===== src/rtl/led_pkg.sv =====
// Shared encodings and width helpers for the LED matrix scan engine.
// Optional feature macro used by the engine: LED_DBUF_EN (double-buffered framebuffer).
package led_pkg;

    typedef enum logic [1:0] {
        MODE_NORMAL  = 2'd0,
        MODE_REVERSE = 2'd1,
        MODE_BLANK   = 2'd2,
        MODE_TEST    = 2'd3
    } mode_e;

    typedef enum logic {
        ST_SCAN  = 1'b0,
        ST_BLANK = 1'b1
    } scan_state_e;

    // Counter width for values 0..n-1, never narrower than one bit.
    function automatic int clog2_min1(input int n);
        return (n <= 2) ? 1 : $clog2(n);
    endfunction

endpackage


===== src/rtl/led_fb.sv =====
// Framebuffer for the LED matrix engine: pixel write port, one-pixel-per-clock clear sweep,
// full-row read for the scanner. With LED_DBUF_EN defined it holds front/back buffers and a frame-synchronous swap.
module led_fb
    import led_pkg::*;
#(
    parameter int ROWS = 8,
    parameter int COLS = 8,
    parameter int CH   = 2,
    parameter int BPP  = 2
) (
    input  logic                        clk,
    input  logic                        rst,
    input  logic                        clean,
    input  logic                        wr_en,
    input  logic [$clog2(ROWS)-1:0]     wr_row,
    input  logic [$clog2(COLS)-1:0]     wr_col,
    input  logic [CH*BPP-1:0]           wr_data,
    input  logic                        swap_req,
    input  logic                        frame_tick,
    input  logic [$clog2(ROWS)-1:0]     rd_row,
    output logic [COLS*CH*BPP-1:0]      rd_pix,
    output logic [$clog2(ROWS)-1:0]     row_d,
    output logic [$clog2(COLS)-1:0]     col_d,
    output logic                        clr_busy,
    output logic                        swap_ack
);

    localparam int PIX_W = CH * BPP;
    localparam int NPIX  = ROWS * COLS;
    localparam int AW    = clog2_min1(NPIX);
    localparam int RW    = $clog2(ROWS);
    localparam int CW    = $clog2(COLS);
`ifdef LED_DBUF_EN
    localparam int NBUF  = 2;
`else
    localparam int NBUF  = 1;
`endif

    logic [PIX_W-1:0] mem_q [NBUF][NPIX];
    logic [AW-1:0]    clr_idx_q, clr_idx_d;
    logic             clr_busy_q, clr_busy_d;
    logic [RW-1:0]    row_q;
    logic [CW-1:0]    col_q;
    logic             wr_ok;
    logic [AW-1:0]    wr_addr;
    logic [AW-1:0]    rd_base;
    logic             wr_buf;
    logic             rd_buf;

    // A write is dropped while a sweep runs or starts; out-of-range addresses only matter for non-power-of-2 sizes.
    assign wr_ok   = wr_en && !clean && !clr_busy_q
                     && (int'(wr_row) < ROWS) && (int'(wr_col) < COLS);
    assign wr_addr = AW'(int'(wr_row) * COLS + int'(wr_col));
    assign rd_base = AW'(int'(rd_row) * COLS);

    always_comb begin
        clr_busy_d = clr_busy_q;
        clr_idx_d  = clr_idx_q;
        if (clean) begin
            clr_busy_d = 1'b1;
            clr_idx_d  = '0;
        end else if (clr_busy_q) begin
            if (clr_idx_q == AW'(NPIX - 1)) begin
                clr_busy_d = 1'b0;
            end else begin
                clr_idx_d = clr_idx_q + 1'b1;
            end
        end
    end

    always_ff @(posedge clk or posedge rst) begin
        if (rst) begin
            clr_busy_q <= 1'b0;
            clr_idx_q  <= '0;
            row_q      <= '0;
            col_q      <= '0;
        end else begin
            clr_busy_q <= clr_busy_d;
            clr_idx_q  <= clr_idx_d;
            if (wr_ok) begin
                row_q <= wr_row;
                col_q <= wr_col;
            end
        end
    end

    always_ff @(posedge clk or posedge rst) begin
        if (rst) begin
            for (int b = 0; b < NBUF; b++) begin
                for (int a = 0; a < NPIX; a++) begin
                    mem_q[b][a] <= '0;
                end
            end
        end else if (clr_busy_q) begin
            mem_q[wr_buf][clr_idx_q] <= '0;
        end else if (wr_ok) begin
            mem_q[wr_buf][wr_addr] <= wr_data;
        end
    end

    genvar gi;
    generate
        for (gi = 0; gi < COLS; gi++) begin : g_rd
            assign rd_pix[gi*PIX_W +: PIX_W] = mem_q[rd_buf][rd_base + AW'(gi)];
        end
    endgenerate

`ifdef LED_DBUF_EN
    logic front_q, front_d;
    logic swap_pend_q, swap_pend_d;
    logic swap_ack_q;
    logic do_swap;

    // The swap waits for the next frame boundary and never lands in the middle of a clear sweep.
    assign do_swap     = (swap_pend_q || swap_req) && frame_tick && !clr_busy_q;
    assign front_d     = front_q ^ do_swap;
    assign swap_pend_d = (swap_pend_q || swap_req) && !do_swap;

    always_ff @(posedge clk or posedge rst) begin
        if (rst) begin
            front_q     <= 1'b0;
            swap_pend_q <= 1'b0;
            swap_ack_q  <= 1'b0;
        end else begin
            front_q     <= front_d;
            swap_pend_q <= swap_pend_d;
            swap_ack_q  <= do_swap;
        end
    end

    assign wr_buf   = ~front_q;
    assign rd_buf   = front_q;
    assign swap_ack = swap_ack_q;
`else
    logic unused_swap;
    assign unused_swap = ^{swap_req, frame_tick};
    assign wr_buf      = 1'b0;
    assign rd_buf      = 1'b0;
    assign swap_ack    = 1'b0;
`endif

    assign row_d    = row_q;
    assign col_d    = col_q;
    assign clr_busy = clr_busy_q;

endmodule


===== src/rtl/led_matrix_engine.sv =====
// Grey-scale multi-channel LED matrix scan engine: prescaler, row/slot scan FSM with ghost blanking, PWM compare.
// Define LED_DBUF_EN to build the double-buffered framebuffer with frame-synchronous swap.
module led_matrix_engine
    import led_pkg::*;
#(
    parameter int ROWS        = 8,
    parameter int COLS        = 8,
    parameter int CH          = 2,
    parameter int BPP         = 2,
    parameter int PRESCALE    = 64,
    parameter int BLANK_TICKS = 1
) (
    input  logic                        clk,
    input  logic                        rst,
    input  logic [1:0]                  mode,
    input  logic                        clean,
    input  logic                        wr_en,
    input  logic [$clog2(ROWS)-1:0]     wr_row,
    input  logic [$clog2(COLS)-1:0]     wr_col,
    input  logic [CH*BPP-1:0]           wr_data,
    input  logic                        swap_req,
    output logic [ROWS-1:0]             output_row,
    output logic [CH*COLS-1:0]          output_col,
    output logic [$clog2(ROWS)-1:0]     row_d,
    output logic [$clog2(COLS)-1:0]     col_d,
    output logic                        clr_busy,
    output logic                        frame_start,
    output logic                        swap_ack
);

    localparam int LEVELS = 1 << BPP;
    localparam int PIX_W  = CH * BPP;
    localparam int RW     = $clog2(ROWS);
    localparam int PW     = clog2_min1(PRESCALE);
    localparam int BW     = clog2_min1(BLANK_TICKS + 1);

    localparam logic [PW-1:0]  PRESC_LAST = PW'(PRESCALE - 1);
    localparam logic [BPP-1:0] SLOT_LAST  = BPP'(LEVELS - 2);
    localparam logic [RW-1:0]  ROW_LAST   = RW'(ROWS - 1);
    localparam logic [BW-1:0]  BLANK_LAST = (BLANK_TICKS > 0) ? BW'(BLANK_TICKS - 1) : '0;

    scan_state_e            state_q, state_d;
    logic [RW-1:0]          scan_row_q, scan_row_d;
    logic [BPP-1:0]         slot_q, slot_d;
    logic [BW-1:0]          blank_q, blank_d;
    logic [PW-1:0]          presc_q, presc_d;
    logic                   start_q, start_d;
    logic                   fs_d;
    logic                   row_adv;
    logic                   tick;
    logic                   frame_start_q;
    logic [ROWS-1:0]        out_row_q, out_row_d;
    logic [CH*COLS-1:0]     out_col_q, out_col_d;
    logic [COLS*PIX_W-1:0]  rd_pix;
    logic [CH*COLS-1:0]     lit_vec;
    mode_e                  mode_s;
    logic                   reverse;

    assign mode_s  = mode_e'(mode);
    assign reverse = (mode_s == MODE_REVERSE);
    assign tick    = (presc_q == PRESC_LAST);

    led_fb #(
        .ROWS (ROWS),
        .COLS (COLS),
        .CH   (CH),
        .BPP  (BPP)
    ) u_fb (
        .clk        (clk),
        .rst        (rst),
        .clean      (clean),
        .wr_en      (wr_en),
        .wr_row     (wr_row),
        .wr_col     (wr_col),
        .wr_data    (wr_data),
        .swap_req   (swap_req),
        .frame_tick (fs_d),
        .rd_row     (scan_row_q),
        .rd_pix     (rd_pix),
        .row_d      (row_d),
        .col_d      (col_d),
        .clr_busy   (clr_busy),
        .swap_ack   (swap_ack)
    );

    // The first cycle after reset only announces the frame; counters start moving one clock later
    // so every frame_start pulse lines up with prescaler 0 of row 0, slot 0.
    always_comb begin
        state_d    = state_q;
        scan_row_d = scan_row_q;
        slot_d     = slot_q;
        blank_d    = blank_q;
        presc_d    = presc_q;
        start_d    = 1'b0;
        fs_d       = 1'b0;
        row_adv    = 1'b0;
        if (start_q) begin
            fs_d = 1'b1;
        end else begin
            presc_d = tick ? '0 : presc_q + 1'b1;
            if (tick) begin
                case (state_q)
                    ST_SCAN: begin
                        if (slot_q == SLOT_LAST) begin
                            if (BLANK_TICKS == 0) begin
                                row_adv = 1'b1;
                            end else begin
                                state_d = ST_BLANK;
                                blank_d = '0;
                            end
                        end else begin
                            slot_d = slot_q + 1'b1;
                        end
                    end
                    ST_BLANK: begin
                        if (blank_q == BLANK_LAST) begin
                            row_adv = 1'b1;
                        end else begin
                            blank_d = blank_q + 1'b1;
                        end
                    end
                endcase
            end
            if (row_adv) begin
                state_d    = ST_SCAN;
                slot_d     = '0;
                scan_row_d = (scan_row_q == ROW_LAST) ? '0 : scan_row_q + 1'b1;
                fs_d       = (scan_row_q == ROW_LAST);
            end
        end
    end

    genvar gi, gj;
    generate
        for (gi = 0; gi < COLS; gi++) begin : g_col
            for (gj = 0; gj < CH; gj++) begin : g_ch
                logic [BPP-1:0] lvl;
                // Bitwise inversion of an unsigned level is LEVELS-1-level.
                assign lvl = reverse ? ~rd_pix[gi*PIX_W + gj*BPP +: BPP]
                                     :  rd_pix[gi*PIX_W + gj*BPP +: BPP];
                assign lit_vec[gj*COLS + gi] = (lvl > slot_q);
            end
        end
    endgenerate

    always_comb begin
        out_row_d = '1;
        out_col_d = '0;
        if (state_q == ST_SCAN && mode_s != MODE_BLANK) begin
            out_row_d = ~(ROWS'(1) << scan_row_q);
            out_col_d = (mode_s == MODE_TEST) ? '1 : lit_vec;
        end
    end

    always_ff @(posedge clk or posedge rst) begin
        if (rst) begin
            state_q       <= ST_SCAN;
            scan_row_q    <= '0;
            slot_q        <= '0;
            blank_q       <= '0;
            presc_q       <= '0;
            start_q       <= 1'b1;
            frame_start_q <= 1'b0;
            out_row_q     <= '1;
            out_col_q     <= '0;
        end else begin
            state_q       <= state_d;
            scan_row_q    <= scan_row_d;
            slot_q        <= slot_d;
            blank_q       <= blank_d;
            presc_q       <= presc_d;
            start_q       <= start_d;
            frame_start_q <= fs_d;
            out_row_q     <= out_row_d;
            out_col_q     <= out_col_d;
        end
    end

    assign output_row  = out_row_q;
    assign output_col  = out_col_q;
    assign frame_start = frame_start_q;

endmodule


===== config.mk =====
export PLATFORM = sky130hd
export DESIGN_NAME = led_matrix_engine
export DESIGN_NICKNAME = d
export VERILOG_FILES = /design/src/rtl/led_pkg.sv /design/src/rtl/led_fb.sv /design/src/rtl/led_matrix_engine.sv
export SDC_FILE = /design/constraint.sdc
export NUM_CORES = 1
export LEC_CHECK = 0
export ABC_AREA = 0
export BUFFER_PORTS_ARGS = -buffer_cell sky130_fd_sc_hd__buf_2
export CAP_MARGIN = 20
export CORE_ASPECT_RATIO = 0.7
export CORE_MARGIN = 4
export CORE_UTILIZATION = 35
export CTS_CLUSTER_DIAMETER = 200
export DETAILED_ROUTE_END_ITERATION = 6
export GPL_TIMING_DRIVEN = 0
export PLACE_DENSITY_LB_ADDON = 0.15
export SLEW_MARGIN = 5
export SYNTH_ARGS = -nofsm -noshare
export SYNTH_HDL_FRONTEND = slang
export SYNTH_SLANG_ARGS = --single-unit

===== constraint.sdc =====
create_clock -name clk -period 20.9 [get_ports clk]
set_input_delay 1.045 -clock clk [delete_from_list [all_inputs] [get_ports clk]]
set_output_delay 1.045 -clock clk [all_outputs]
set_load 0.02 [all_outputs]

## Word level (Yosys, flattened, before mapping)

Cells that the tools add are included.

- Register bits: 308
- Word-level logic and storage cells: 251
- Input port bits: 17

- Multiplexer cells: 75
- Bitwise logic cells: 31
- Add/sub/neg operators: 13
- Reduce and logical (&&, ||, !) cells: 15
- Order comparisons: 28
- Equal/unequal tests: 11
- Shifts and indexed selects: 1

Operator list:

| operator | number |
|---|---|
| $mux W256 | 2 |
| $and A256 B256 Y256 | 1 |
| $bwmux W256 | 1 |
| $not A256 Y256 | 1 |
| $bmux W4 S6 | 8 |
| $mux W4 | 18 |
| $ge A7 B7 Y1 const B | 10 |
| $not A6 Y7 | 10 |
| $demux W4 S6 | 2 |
| $mux W2 | 20 |
| $gt A2 B2 Y1 | 16 |
| $mux W16 | 2 |
| $not A2 Y2 | 16 |
| $add A6 B3 Y6 const B | 4 |
| $mux W6 | 4 |
| $add A6 B1 Y6 const B | 3 |
| $mux W1 | 15 |
| $lt A7 B1 Y1 const B | 2 |
| $add A6 B2 Y6 const B | 2 |
| $eq A6 B6 Y1 const B | 2 |
| $mux W8 | 1 |
| $not A8 Y8 | 1 |
| $shl A1 B3 Y8 const A | 1 |
| $add A6 B3 Y6 | 1 |
| 17 further kinds | 31 |

## Depth between registers and ports, before layout

Gate-level depths: netlist of run 1.

- Word-level depth: 10
- Depth in mapped cells: 11
- Mapped depth without buffers: 9

## By module

A second synthesis of run 1 with hierarchy kept.

- Cell total of the unflattened synthesis: 1,374
- Area, all modules: 16,598.4 um2

By module, submodules not included:

| module | sequential area each (um2) | instances | cells each | area an instance (um2) |
|---|---|---|---|---|
| led_fb | 6,731.5 | 1 | 1,136 | 14,092.3 |
| led_matrix_engine | 962.2 | 1 | 238 | 2,506.2 |

## Worst setup path after synthesis of run 1

OpenSTA, ideal clock, no wires.

- Path kind: input-to-reg
- Start point: input port mode[1]
- End point: register out_col_q[10], in the netlist output_col[10]
- Cell stages on the path: 9
- Arrival time: 2.669 ns
- Data required time: 20.781 ns
- Setup slack: 18.112 ns
- Library setup time: 0.119 ns
- Path through: buf_4 nand2b_1 clkbuf_2 buf_1 xnor2_1 ha_1 a21oi_1 a21oi_1 o21a_1

- Cells in the longest elaborated chain, start to end: 5

RTL lines:

| item | line | source |
|---|---|---|
| start: declaration | led_matrix_engine.sv:15 | `input logic [1:0] mode,` |
| $eq A2 B1 Y1 | led_matrix_engine.sv:60 | `assign reverse = (mode_s == MODE_REVERSE);` |
| $mux W2 | led_matrix_engine.sv:139 | `assign lvl = reverse ? ~rd_pix[gi*PIX_W + gj*BPP +: BPP]` |
| $gt A2 B2 Y1 | led_matrix_engine.sv:141 | `assign lit_vec[gj*COLS + gi] = (lvl > slot_q);` |
| $mux W16 | led_matrix_engine.sv:151 | `out_col_d = (mode_s == MODE_TEST) ? '1 : lit_vec;` |
| $mux W16 * | led_matrix_engine.sv:149 | `if (state_q == ST_SCAN && mode_s != MODE_BLANK) begin` |
| net out_col_d[10] | led_matrix_engine.sv:53 | `logic [CH*COLS-1:0] out_col_q, out_col_d;` |
| end signal: assignment | led_matrix_engine.sv:175 | `out_col_q <= out_col_d;` |
| end: declaration | led_matrix_engine.sv:53 |  |

Mark *: on every way through the listed nets, which the timed path passes. The rest lies on a longest branch.
A chain may end at the register's enable or synchronous reset.

## Worst setup path in the final report of run 1

- Start point: register scan_row_q[1]
- End point: register out_col_q[11], in the netlist output_col[11]

- Cells in the longest elaborated chain, start to end: 10

RTL lines:

| item | line | source |
|---|---|---|
| start: declaration | led_matrix_engine.sv:43 | `logic [RW-1:0] scan_row_q, scan_row_d;` |
| start signal: assignment | led_matrix_engine.sv:168 | `scan_row_q <= scan_row_d;` |
| $add A6 B2 Y6 * | led_fb.sv:104 | `assign rd_pix[gi*PIX_W +: PIX_W] = mem_q[rd_buf][rd_base + AW'(gi)];` |
| $not A6 Y7 (not written as such) * | led_fb.sv:104 |  |
| $bmux W4 S6 * | led_fb.sv:104 |  |
| $mux W4 (not written as such) * (2 in a row) | led_fb.sv:104 |  |
| $not A2 Y2 | led_matrix_engine.sv:139 |  |
| $mux W2 * | led_matrix_engine.sv:139 |  |
| $gt A2 B2 Y1 * | led_matrix_engine.sv:141 |  |
| $mux W16 * | led_matrix_engine.sv:151 |  |
| $mux W16 * | led_matrix_engine.sv:149 |  |
| net out_col_d[11] | led_matrix_engine.sv:53 |  |

Mark *: on every way through the listed nets, which the timed path passes. The rest lies on a longest branch. The select of a mux whose other input is x is not followed.

==> results of run 1 <==
cell type report:
class | instances | area (µm²)
antenna | 1 | 2.50
buffer | 122 | 619
clock buffer | 50 | 1030
clock inverter | 11 | 108
fill | 4588 | 27900
inverter | 27 | 109
multi-input combinational | 1098 | 8110
sequential | 307 | 7690
tap | 612 | 766
timing repair buffer | 44 | 265
flip-flops by register name, indices dropped and copies added, names as in the netlist:
register	flops
frame_start	1
output_col	16
slot_q	2
state_q	1
output_row	8
u_fb.clr_busy	1
scan_row_q	3
u_fb.mem_q	256
presc_q	6
u_fb.clr_idx_q	6
u_fb.row_d	3
u_fb.col_d	3
start_q	1
where the power goes:
part	switching, mW	internal (mW)	total (mW)
Combinational	0.0859	0.0400	0.126
Clock	0.263	0.369	0.632
Sequential	0.0171	0.612	0.629
path summary, 6_finish.rpt:
| kind | slack, ps | startpoint | to | depth (start not counted) |
|---|---|---|---|---|
| max in group asynchronous | 19260 | rst | u_fb.mem_q[187]$_DFFE_PP0P_ | 3 |
| min | 500 | u_fb.mem_q[39]$_DFFE_PP0P_ | u_fb.mem_q[39]$_DFFE_PP0P_ | 1 |
| min reg2reg | 500 | u_fb.mem_q[39]$_DFFE_PP0P_ | u_fb.mem_q[39]$_DFFE_PP0P_ | 1 |
| min in group asynchronous | 610 | rst | u_fb.mem_q[241]$_DFFE_PP0P_ | 2 |
| max | 17370 | scan_row_q[1]$_DFFE_PP0P_ | output_col[11]$_DFF_PP0_ | 10 |
| max reg2reg | 17370 | scan_row_q[1]$_DFFE_PP0P_ | output_col[11]$_DFF_PP0_ | 10 |
cells in the mapped netlist (6+ instances only):
| cell | count | share of area [%] |
|---|---|---|
| dfrtp_1 | 298 | 45 |
| nand2_1 | 197 | 4.5 |
| and3_1 | 139 | 5.3 |
| a31o_2 | 116 | 6.2 |
| mux2_2 | 73 | 5.0 |
| mux2i_1 | 67 | 4.1 |
| a22o_1 | 60 | 3.2 |
| o21ai_0 | 58 | 1.8 |
| clkbuf_1 | 57 | 1.3 |
| ha_1 | 41 | 3.1 |
| buf_2 | 39 | 1.2 |
| nor2_1 | 37 | 0.84 |
| a21oi_1 | 36 | 1.1 |
| xnor2_1 | 34 | 1.8 |
| a221oi_1 | 32 | 1.7 |
| o22ai_1 | 32 | 1.2 |
| inv_1 | 27 | 0.61 |
| a31o_1 | 20 | 1.1 |
| nor3_4 | 18 | 1.8 |
| buf_4 | 17 | 0.77 |
| o21a_1 | 16 | 0.73 |
| nand3_1 | 14 | 0.42 |
| nor3_1 | 13 | 0.39 |
| nand2_2 | 12 | 0.45 |
| dfstp_2 | 9 | 1.4 |
| nand2b_1 | 9 | 0.34 |
| nor3b_2 | 7 | 0.53 |
| and3b_1 | 6 | 0.32 |
| nor2_4 | 6 | 0.41 |
stage by stage:
step	area (µm²)	worst slack (ps)	util [%]	power (mW)	hold slack (ps)
after floorplan	16500	11380	-	0.715	465
after detailed placement	17600	17420	37.7	0.764	481
after global placement	17500	7240	37.6	0.761	482
final	18700	17370	40.2	1.39	497
after CTS	18700	17410	40.2	1.40	498
after global routing	18700	17240	40.2	1.44	510
metal layers:
layer | vias up | wire length (µm) | track usage, %
met1 | 6843 | 29200 | 36.8
met4 | 0 | 1300 | 5.25
met3 | 90 | 4290 | 4.05
met2 | 513 | 24300 | 32.3
met5 | - | 0 | 0
li1 | 5899 | - | -
logic make-up after synthesis:
| logic type | after synthesis | synth area share (%) |
|---|---|---|
| flops | 307 | 46.6 |
| xor+xnor | 39 | 2.07 |
| compound gates | 381 | 17.3 |
| fa+ha+maj | 41 | 3.11 |
| buf+inv | 149 | 4.36 |
| simple gates | 495 | 17.5 |
| other cells | 1 | 0.0227 |
| mux | 140 | 9.04 |
==> summary.md, run 1 <==
Synthesis
- **distinct cell type count after synthesis** 57
- **average cell area after synthesis** 10.6 µm²
- **Post-Syn Area** 0.0165 mm²
- **sequential cell area fraction in the yosys report** 46.6%
- **synthesized instance count** 1553
- **count of warnings emitted by yosys** 0
- **number of enable-type register cells in the synthesized netlist** 0
- **commonest register cell after synthesis** dfrtp_1
- **number of storage elements in the synthesis netlist** 307
- **async set-reset flop share out of synthesis** 100%

Power
- **Static Leakage** 8.79 nW
- **total power divided by cell area** 74.1 mW/mm²
- **worst IR drop on VDD** 0.0443 mV

Detailed routing
- **wire length per cell after detailed routing** 26.0 µm
- **Routed Antenna Nets** 0
- **DRC** 0
- **Detailed Route Iter0 Violations** 1368
- **Avg Vias per Cell** 5.87
- **WL final** 59100 µm
- **total number of vias** 13345
- **drt first pass iters** 5

Layout
- **Final Net Count** 1694
- **layout cell share with drive strength beyond 1** 24.9%
- **growth of design area from synthesis to finish** 13.2%
- **non-filler cells in the finished layout** 2272
- **most common library cell in the layout ignoring fill and taps** dfrtp_1
- **commonest non-fill, non-tap cells in the layout** dfrtp_1, nand2_1, and3_1, a31o_2, buf_2

Clocking
- **clock buffer depth** 3
- **CTS tree** yes
- **Num CTS Buffers** 36
- **Num Clock Sinks** 307
- **number of buffers inserted for hold repair after clock tree synthesis** 0
- **clk root buf** clkbuf_16
- **Setup Fix Bufs, Post-CTS** 0
- **H-tree level count** 2
- **clock transition at the registers of the reported paths** 60 ps
- **clk_lat worst skew** 530 ps
- **number of gates resized after cts** 0

Setup path
- **data required time of the worst path** 21310 ps
- **CP delay by family, top** compound AO/OA/AOI/OAI gates
- **endpoint class of the critical path** register
- **most frequent cell on the critical path** a21oi_1
- **maximum single-stage delay on the critical path** 630 ps
- **nature of the critical path startpoint** register
- **arrival time reported for the critical path endpoint** 3950 ps
- **biggest fanout along the worst timing path** 10
- **Critical Setup Path Class** reg -> reg
- **buffering stage count on the worst path with inverters included** 2
- **worst path cell trace** buf_4 -> nand2_1 -> clkbuf_1 -> o22ai_1 -> a221oi_1 -> xnor2_1 -> ha_1 -> a21oi_1 -> a21oi_1 -> o21a_1
- **slowest stage cell, crit path** clkbuf_1

Place
- **total of buffers placed on input and output ports** 41
- **HPWL after detailed placement** 43000 µm
- **DP Cell Count** 2210
- **placer's final routability congestion estimate** 0.859

Flow run
- **maxcap violations** 0

GRT
- **global router's overall resource usage** 23.1%
- **antenna violations before repair** 0
- **vias in the first global route** 13081
- **overflow left after global routing** 0
- **pin count of the biggest net entering global routing** 117
- **wire length of the first global-routing pass** 87500 µm

Die
- **starting density of the core** 35.5%
- **Total Die Area** 0.0508 mm²
- **core region area** 0.0466 mm²
- **num ports** 50
- **DIE HEIGHT** 190 µm
- **Chip Width** 268 µm
- **number of rows created at floorplan** 66

STA
- **part of the cycle the worst path needs** 16.9%
- **Slew Limit Fails** 0
- **sum of negative setup slack** 0 ps
- **highest attainable clock frequency** 283 MHz
- **clock skew after layout** 14.8 ps
- **Final Hold Viols** 0
- **Max transition margin** 23.0%
- **Final Critical Period** 3530 ps
- **setup violation total in the final timing report** 0
- **slew of the pin with the lowest slew margin** 1160 ps
- **setup repair after global routing missed its margin** false

Outcome
- **outcome** finished clean

Worst hold path
- **worst hold path class** reg -> reg

(Power assumes the default switching activity.)
==> inputs of run 2 (changes only) <==
==> constraint.sdc (replaced) <==
create_clock -name clk -period 3.25 [get_ports clk]
set_input_delay 0.1625 -clock clk [delete_from_list [all_inputs] [get_ports clk]]
set_output_delay 0.1625 -clock clk [all_outputs]
set_load 0.02 [all_outputs]
==> run 2 against run 1 <==
Against the previous run: maximum frequency rose by 14%; routed wire length decreased by 0.16%; worst hold slack worse by 460 ps; clock-buffer cell count grew 7; highest routed layer unchanged.
==> summary.md, run 2 (synthesized netlist as in run 1, its figures left out) <==
Place
- **HPWL after detailed placement** 43900 µm, +2.1%
- **Cell Area, Placed** 0.0177 mm², +0.69%
- **total of buffers placed on input and output ports** 41, unchanged
- **DP Cell Count** 2217, +0.32%
- **placer's final routability congestion estimate** 0.890, +3.6%

STA
- **worst hold margin** 39.9 ps, -457 ps
- **setup violation total in the final timing report** 0, unchanged
- **clock skew after layout** 19.9 ps, +5.06 ps
- **Slew Limit Fails** 0, unchanged
- **highest attainable clock frequency** 322 MHz, +14%
- **Max transition margin** 26.2%, +3.2 points
- **slew of the pin with the lowest slew margin** 1110 ps, -48.2 ps
- **sum of negative setup slack** 0 ps, unchanged
- **Final Critical Period** 3110 ps, -426 ps
- **Final Hold Viols** 0, unchanged
- **part of the cycle the worst path needs** 95.6%, +79 points
- **setup repair after global routing missed its margin** false

GRT
- **overflow left after global routing** 0, unchanged
- **wire length of the first global-routing pass** 88100 µm, +0.59%
- **vias in the first global route** 13234, +1.2%
- **pin count of the biggest net entering global routing** 38, -68%
- **global router's overall resource usage** 23.2%, +0.11 points
- **antenna violations before repair** 0, unchanged

Clocking
- **clock transition at the registers of the reported paths** 60 ps, about the same
- **Num Clock Sinks** 307, unchanged
- **Num CTS Buffers** 35, -2.8%
- **Setup Fix Bufs, Post-CTS** 0, unchanged
- **clk_lat worst skew** 540 ps, about the same
- **clock buffer depth** 3, unchanged
- **CTS tree** yes
- **H-tree level count** 2, unchanged
- **clk root buf** clkbuf_16

Setup path
- **arrival time reported for the critical path endpoint** 3530 ps, -420 ps
- **worst path cell trace** nor2_1 -> clkbuf_1 -> a221oi_1 -> xnor2_1 -> ha_1 -> a21oi_1 -> a21oi_1 -> o21a_1
- **slowest stage cell, crit path** nor2_1
- **nature of the critical path startpoint** register
- **biggest fanout along the worst timing path** 10, unchanged
- **Critical Setup Path Class** reg -> reg
- **maximum single-stage delay on the critical path** 780 ps, +150 ps
- **most frequent cell on the critical path** a21oi_1
- **endpoint class of the critical path** register
- **data required time of the worst path** 3670 ps, -17640 ps

Die
- **num ports** 50, unchanged
- **number of rows created at floorplan** 66, unchanged
- **DIE HEIGHT** 190 µm, unchanged
- **starting density of the core** 35.5%, unchanged
- **Total Die Area** 0.0508 mm², unchanged
- **Chip Width** 268 µm, unchanged
- **core region area** 0.0466 mm², unchanged

Layout
- **flip-flop count of the largest register after layout** 256, unchanged
- **register bank with the most flops** u_fb.mem_q
- **layout cell share with drive strength beyond 1** 25.3%, +0.45 points
- **final instance area** 0.0189 mm², +1.2%
- **most common library cell in the layout ignoring fill and taps** dfrtp_1
- **antenna cell count** 0, -1
- **non-filler cells in the finished layout** 2285, +0.57%
- **Final Net Count** 1706, +0.71%
- **growth of design area from synthesis to finish** 14.6%
- **utilization after layout** 40.6%, +0.48 points
- **commonest non-fill, non-tap cells in the layout** dfrtp_1, nand2_1, and3_1, a31o_2, buf_2

Flow run
- **maxcap violations** 0, unchanged

Detailed routing
- **total number of vias** 13108, -1.8%
- **WL final** 59000 µm, -0.16%
- **wire length per cell after detailed routing** 25.8 µm, -0.72%
- **Detailed Route Iter0 Violations** 1174, -14%
- **drt first pass iters** 5, unchanged
- **Routed Antenna Nets** 0, unchanged
- **DRC** 0, unchanged
- **Avg Vias per Cell** 5.74, -2.3%

Power
- **worst IR drop on VDD** 0.269 mV, +510%
- **clock network fraction of total power** 45.9%, +0.3 points
- **relative contribution of sequential cells to total power** 44.8%, -0.5 points
- **Static Leakage** 8.89 nW, +1.1%
- **Pint** 6.68 mW, +550%
- **total power divided by cell area** 476 mW/mm², +540%
- **combinational share of power** 9.3%, +0.2 points
- **switching power as a share of total power** 25.9%, -0.48 points
- **net switching power** 2.33 mW, +540%

Worst hold path
- **worst hold path class** in -> reg

Outcome
- **outcome** finished clean

==> run 2: changes by cell type in the layout (fill, tap and decap cells not counted), sizes merged <==
cell / delta
clkinv: -5
inv: -1
dlygate4sd3: +5
diode: -1
buf: +8
clkbuf: +7
==> run 2: cell type report <==
type                       count  area (µm²)
sequential                   307        7690
inverter                      27         105
fill                        4581       27600
clock buffer                  57        1100
buffer                       122         623
multi-input combinational   1098        8110
tap                          612         766
timing repair buffer          57         452
clock inverter                 5        75.1
==> run 2: final timing paths <==
path,startpoint,depth (start not counted),slack (ps),end
max,scan_row_q[1]$_DFFE_PP0P_,8,140,output_col[10]$_DFF_PP0_
min,wr_row[2],2,40,u_fb.row_d[2]$_DFFE_PP0P_
max reg2reg,scan_row_q[1]$_DFFE_PP0P_,8,140,output_col[10]$_DFF_PP0_
min reg2reg,u_fb.mem_q[244]$_DFFE_PP0P_,1,500,u_fb.mem_q[244]$_DFFE_PP0P_
max in group asynchronous,rst,6,1920,u_fb.mem_q[27]$_DFFE_PP0P_
min in group asynchronous,rst,3,230,u_fb.mem_q[17]$_DFFE_PP0P_
==> run 2: what timing repair did <==
action | 4_1_cts | 5_1_grt
resized for setup | 1 | 6
hold buffers | 5 | 0
setup endpoints to repair | 7 | 9
pin swaps | 0 | 0
endpoints found under the hold margin | 28 | 0
==> run 2: metrics by stage <==
| step | worst slack [ps] | total power, mW |
|---|---|---|
| floorplan | -990 | 4.60 |
| global placement | -3160 | 4.90 |
| detailed placement | -169 | 4.93 |
| global route | 9.96 | 9.35 |
| finish | 142 | 9.01 |
| CTS | 30.9 | 9.09 |
==> run 2: critical path, delay by kind of cell (launching register included) <==
kind | cells | cell delay [ps]
XOR/XNOR | 1 | 190
flip-flops | 1 | 480
AND/OR/NAND/NOR | 1 | 780
AO/OA/AOI/OAI | 4 | 630
buffers and inverters | 1 | 560
adder cells (fa/ha/maj) | 1 | 340
==> run 2: metal layers <==
metal	global-route usage (%)	share of wire, %
met1	35.7	49
met3	5.18	7.6
met5	0	0
met4	5.43	2.3
met2	33.0	41
==> run 2: power by group through the flow <==
stage          logic [mW]  clock network, mW  registers [mW]
2_1_floorplan       0.478                  0            4.12
3_3_place_gp        0.789                  0            4.11
3_5_place_dp        0.828                  0            4.11
4_1_cts             0.836               4.21            4.04
5_1_grt             0.927               4.37            4.05
6_report            0.835               4.14            4.04
==> inputs of run 3 (changes only) <==
--- a/config.mk
+++ b/config.mk
@@ -10,7 +10,7 @@
 export CAP_MARGIN = 20
 export CORE_ASPECT_RATIO = 0.7
 export CORE_MARGIN = 4
-export CORE_UTILIZATION = 35
+export CORE_UTILIZATION = 57
 export CTS_CLUSTER_DIAMETER = 200
 export DETAILED_ROUTE_END_ITERATION = 6
 export GPL_TIMING_DRIVEN = 0
==> run 3 against run 2 <==
Against the previous run: clock skew down 4.9 ps; clock power about the same; utilization up 25 points; critical endpoint is now output_col[12]$_DFF_PP0_; via count up 5.7%; sequential share of layout area up 0.66 points.
==> summary.md, run 3 (synthesized netlist as in run 1, its figures left out) <==
Detailed routing
- **WL final** 55700 µm, -5.6%
- **Routed Antenna Nets** 0, unchanged
- **drt first pass iters** 6, +1
- **total number of vias** 13849, +5.7%
- **DRC** 0, unchanged
- **Avg Vias per Cell** 6.79, +18%
- **Detailed Route Iter0 Violations** 1983, +69%
- **wire length per cell after detailed routing** 27.3 µm, +5.7%

Power
- **Static Leakage** 8.87 nW, -0.17%
- **total power divided by cell area** 484 mW/mm², +1.6%
- **worst IR drop on VDD** 0.426 mV, +58%
- **total power** 9.01 mW, about the same

Outcome
- **outcome** finished clean

STA
- **Max transition margin** 12.1%, -14 points
- **Setup WS post-layout** 29.9 ps, -112 ps
- **part of the cycle the worst path needs** 99.1%, +3.4 points
- **sum of negative setup slack** 0 ps, unchanged
- **highest attainable clock frequency** 311 MHz, -3.5%
- **Final Critical Period** 3220 ps, +112 ps
- **slew of the pin with the lowest slew margin** 1310 ps, +201 ps
- **clock skew after layout** 15.0 ps, -4.91 ps
- **Final Hold Viols** 0, unchanged
- **worst hold margin** 27.3 ps, -12.7 ps
- **setup violation total in the final timing report** 0, unchanged
- **Slew Limit Fails** 0, unchanged

Setup path
- **number of cells traversed by the worst register-to-register path** 11, +3
- **Register-to-Register Setup Slack** 30 ps, -110 ps
- **arrival time reported for the critical path endpoint** 3640 ps, +110 ps
- **endpoint class of the critical path** register
- **Critical Setup Path Class** reg -> reg
- **nature of the critical path startpoint** register
- **Worst R2R End** output_col[12]$_DFF_PP0_
- **reg-to-reg critical path startpoint** scan_row_q[1]$_DFFE_PP0P_
- **data required time of the worst path** 3670 ps, about the same
- **biggest fanout along the worst timing path** 10, unchanged

Place
- **total of buffers placed on input and output ports** 41, unchanged
- **pre-CTS setup slack** -516 ps, -347 ps
- **Cell Area, Placed** 0.0174 mm², -1.8%
- **placer's final routability congestion estimate** 0.974, +9.4%
- **DP Cell Count** 1974, -11%
- **HPWL after detailed placement** 39000 µm, -11%

GRT
- **vias in the first global route** 13489, +1.9%
- **wire length of the first global-routing pass** 83200 µm, -5.5%
- **global router's overall resource usage** 34.9%, +12 points
- **antenna violations before repair** 0, unchanged
- **pin count of the biggest net entering global routing** 41, +7.9%
- **overflow left after global routing** 0, unchanged

Clocking
- **clk_lat worst skew** 540 ps, about the same
- **Num Clock Sinks** 307, unchanged
- **clock buffer depth** 3, unchanged
- **clock transition at the registers of the reported paths** 60 ps, about the same
- **Num CTS Buffers** 34, -2.9%
- **CTS tree** yes
- **clk root buf** clkbuf_16
- **H-tree level count** 2, unchanged

Layout
- **growth of design area from synthesis to finish** 12.7%
- **final instance area** 0.0186 mm², -1.6%
- **most common library cell in the layout ignoring fill and taps** dfrtp_1
- **non-filler cells in the finished layout** 2041, -11%
- **Final Net Count** 1703, -0.18%
- **register bank with the most flops** u_fb.mem_q
- **utilization after layout** 66.0%, +25 points
- **layout cell share with drive strength beyond 1** 25.5%, +0.12 points
- **flip-flop count of the largest register after layout** 256, unchanged
- **commonest non-fill, non-tap cells in the layout** dfrtp_1, nand2_1, and3_1, a31o_2, buf_2
- **number of fill cells** 2165, -53%

Die
- **DIE HEIGHT** 150 µm, -21%
- **Total Die Area** 0.0318 mm², -37%
- **starting density of the core** 58.6%, +23 points
- **Chip Width** 211 µm, -21%
- **num ports** 50, unchanged
- **number of rows created at floorplan** 51, -23%
- **core region area** 0.0282 mm², -39%

Worst hold path
- **Hold Crit Depth** 2, unchanged
- **Hold Path Sink** u_fb.row_d[1]$_DFFE_PP0P_
- **Worst Hold Launch** wr_row[1]
- **worst hold path class** in -> reg

Flow run
- **maxcap violations** 0, unchanged

## run 3: layout make-up
class	count	area, µm²	share of cell area (%)
multi-input combinational	1098	8120	43.6
sequential	307	7690	41.3
clock buffer	50	1050	5.66
buffer	122	626	3.36
tap	371	464	2.49
timing repair buffer	55	425	2.28
clock inverter	10	134	0.719
inverter	27	105	0.564
antenna	1	2.50	0.0134
## run 3: worst max-delay path: stages, from the launching register on
cell and delay [ps]:
dfrtp_1 460, nand2b_1 140, buf_2 390, clkbuf_2 490, o22ai_1 250, a221oi_1 590, xnor2_1 190, ha_1 160
inv_1 40, a21oi_1 130, a21oi_1 70, o21a_1 170
## run 3: repair_timing
| action | CTS | global route |
|---|---|---|
| setup buffers | 0 | 0 |
| gates cloned | 0 | 0 |
| hold endpoints to repair | 35 | 0 |
| hold buffers | 6 | 0 |
| setup endpoints to repair | 8 | 10 |
| resized for setup | 3 | 6 |
## run 3: report_power, final
group	internal [mW]	switching, mW	leakage, nW
sequential	3.93	0.102	3.90
combinational	0.276	0.557	4.39
clock	2.49	1.65	0.582
## run 3: metal layers
metal	track usage, %	share of wire (%)	up-vias
met5	0	0	-
met4	10.3	2.8	0
met3	13.7	15	131
met2	49.2	41	973
li1	-	-	5901
met1	50.0	41	6844
## run 3: worst max path at each step
stage | from | end | depth (start not counted)
detailed placement | scan_row_q[1]$_DFFE_PP0P_ | output_col[12]$_DFF_PP0_ | 10
global placement | rst | u_fb.mem_q[21]$_DFFE_PP0P_ | 2
finish | scan_row_q[1]$_DFFE_PP0P_ | output_col[12]$_DFF_PP0_ | 11
global route | scan_row_q[1]$_DFFE_PP0P_ | output_col[12]$_DFF_PP0_ | 11
floorplan | rst | frame_start$_DFF_PP0_ | 1
CTS | scan_row_q[1]$_DFFE_PP0P_ | output_col[12]$_DFF_PP0_ | 10
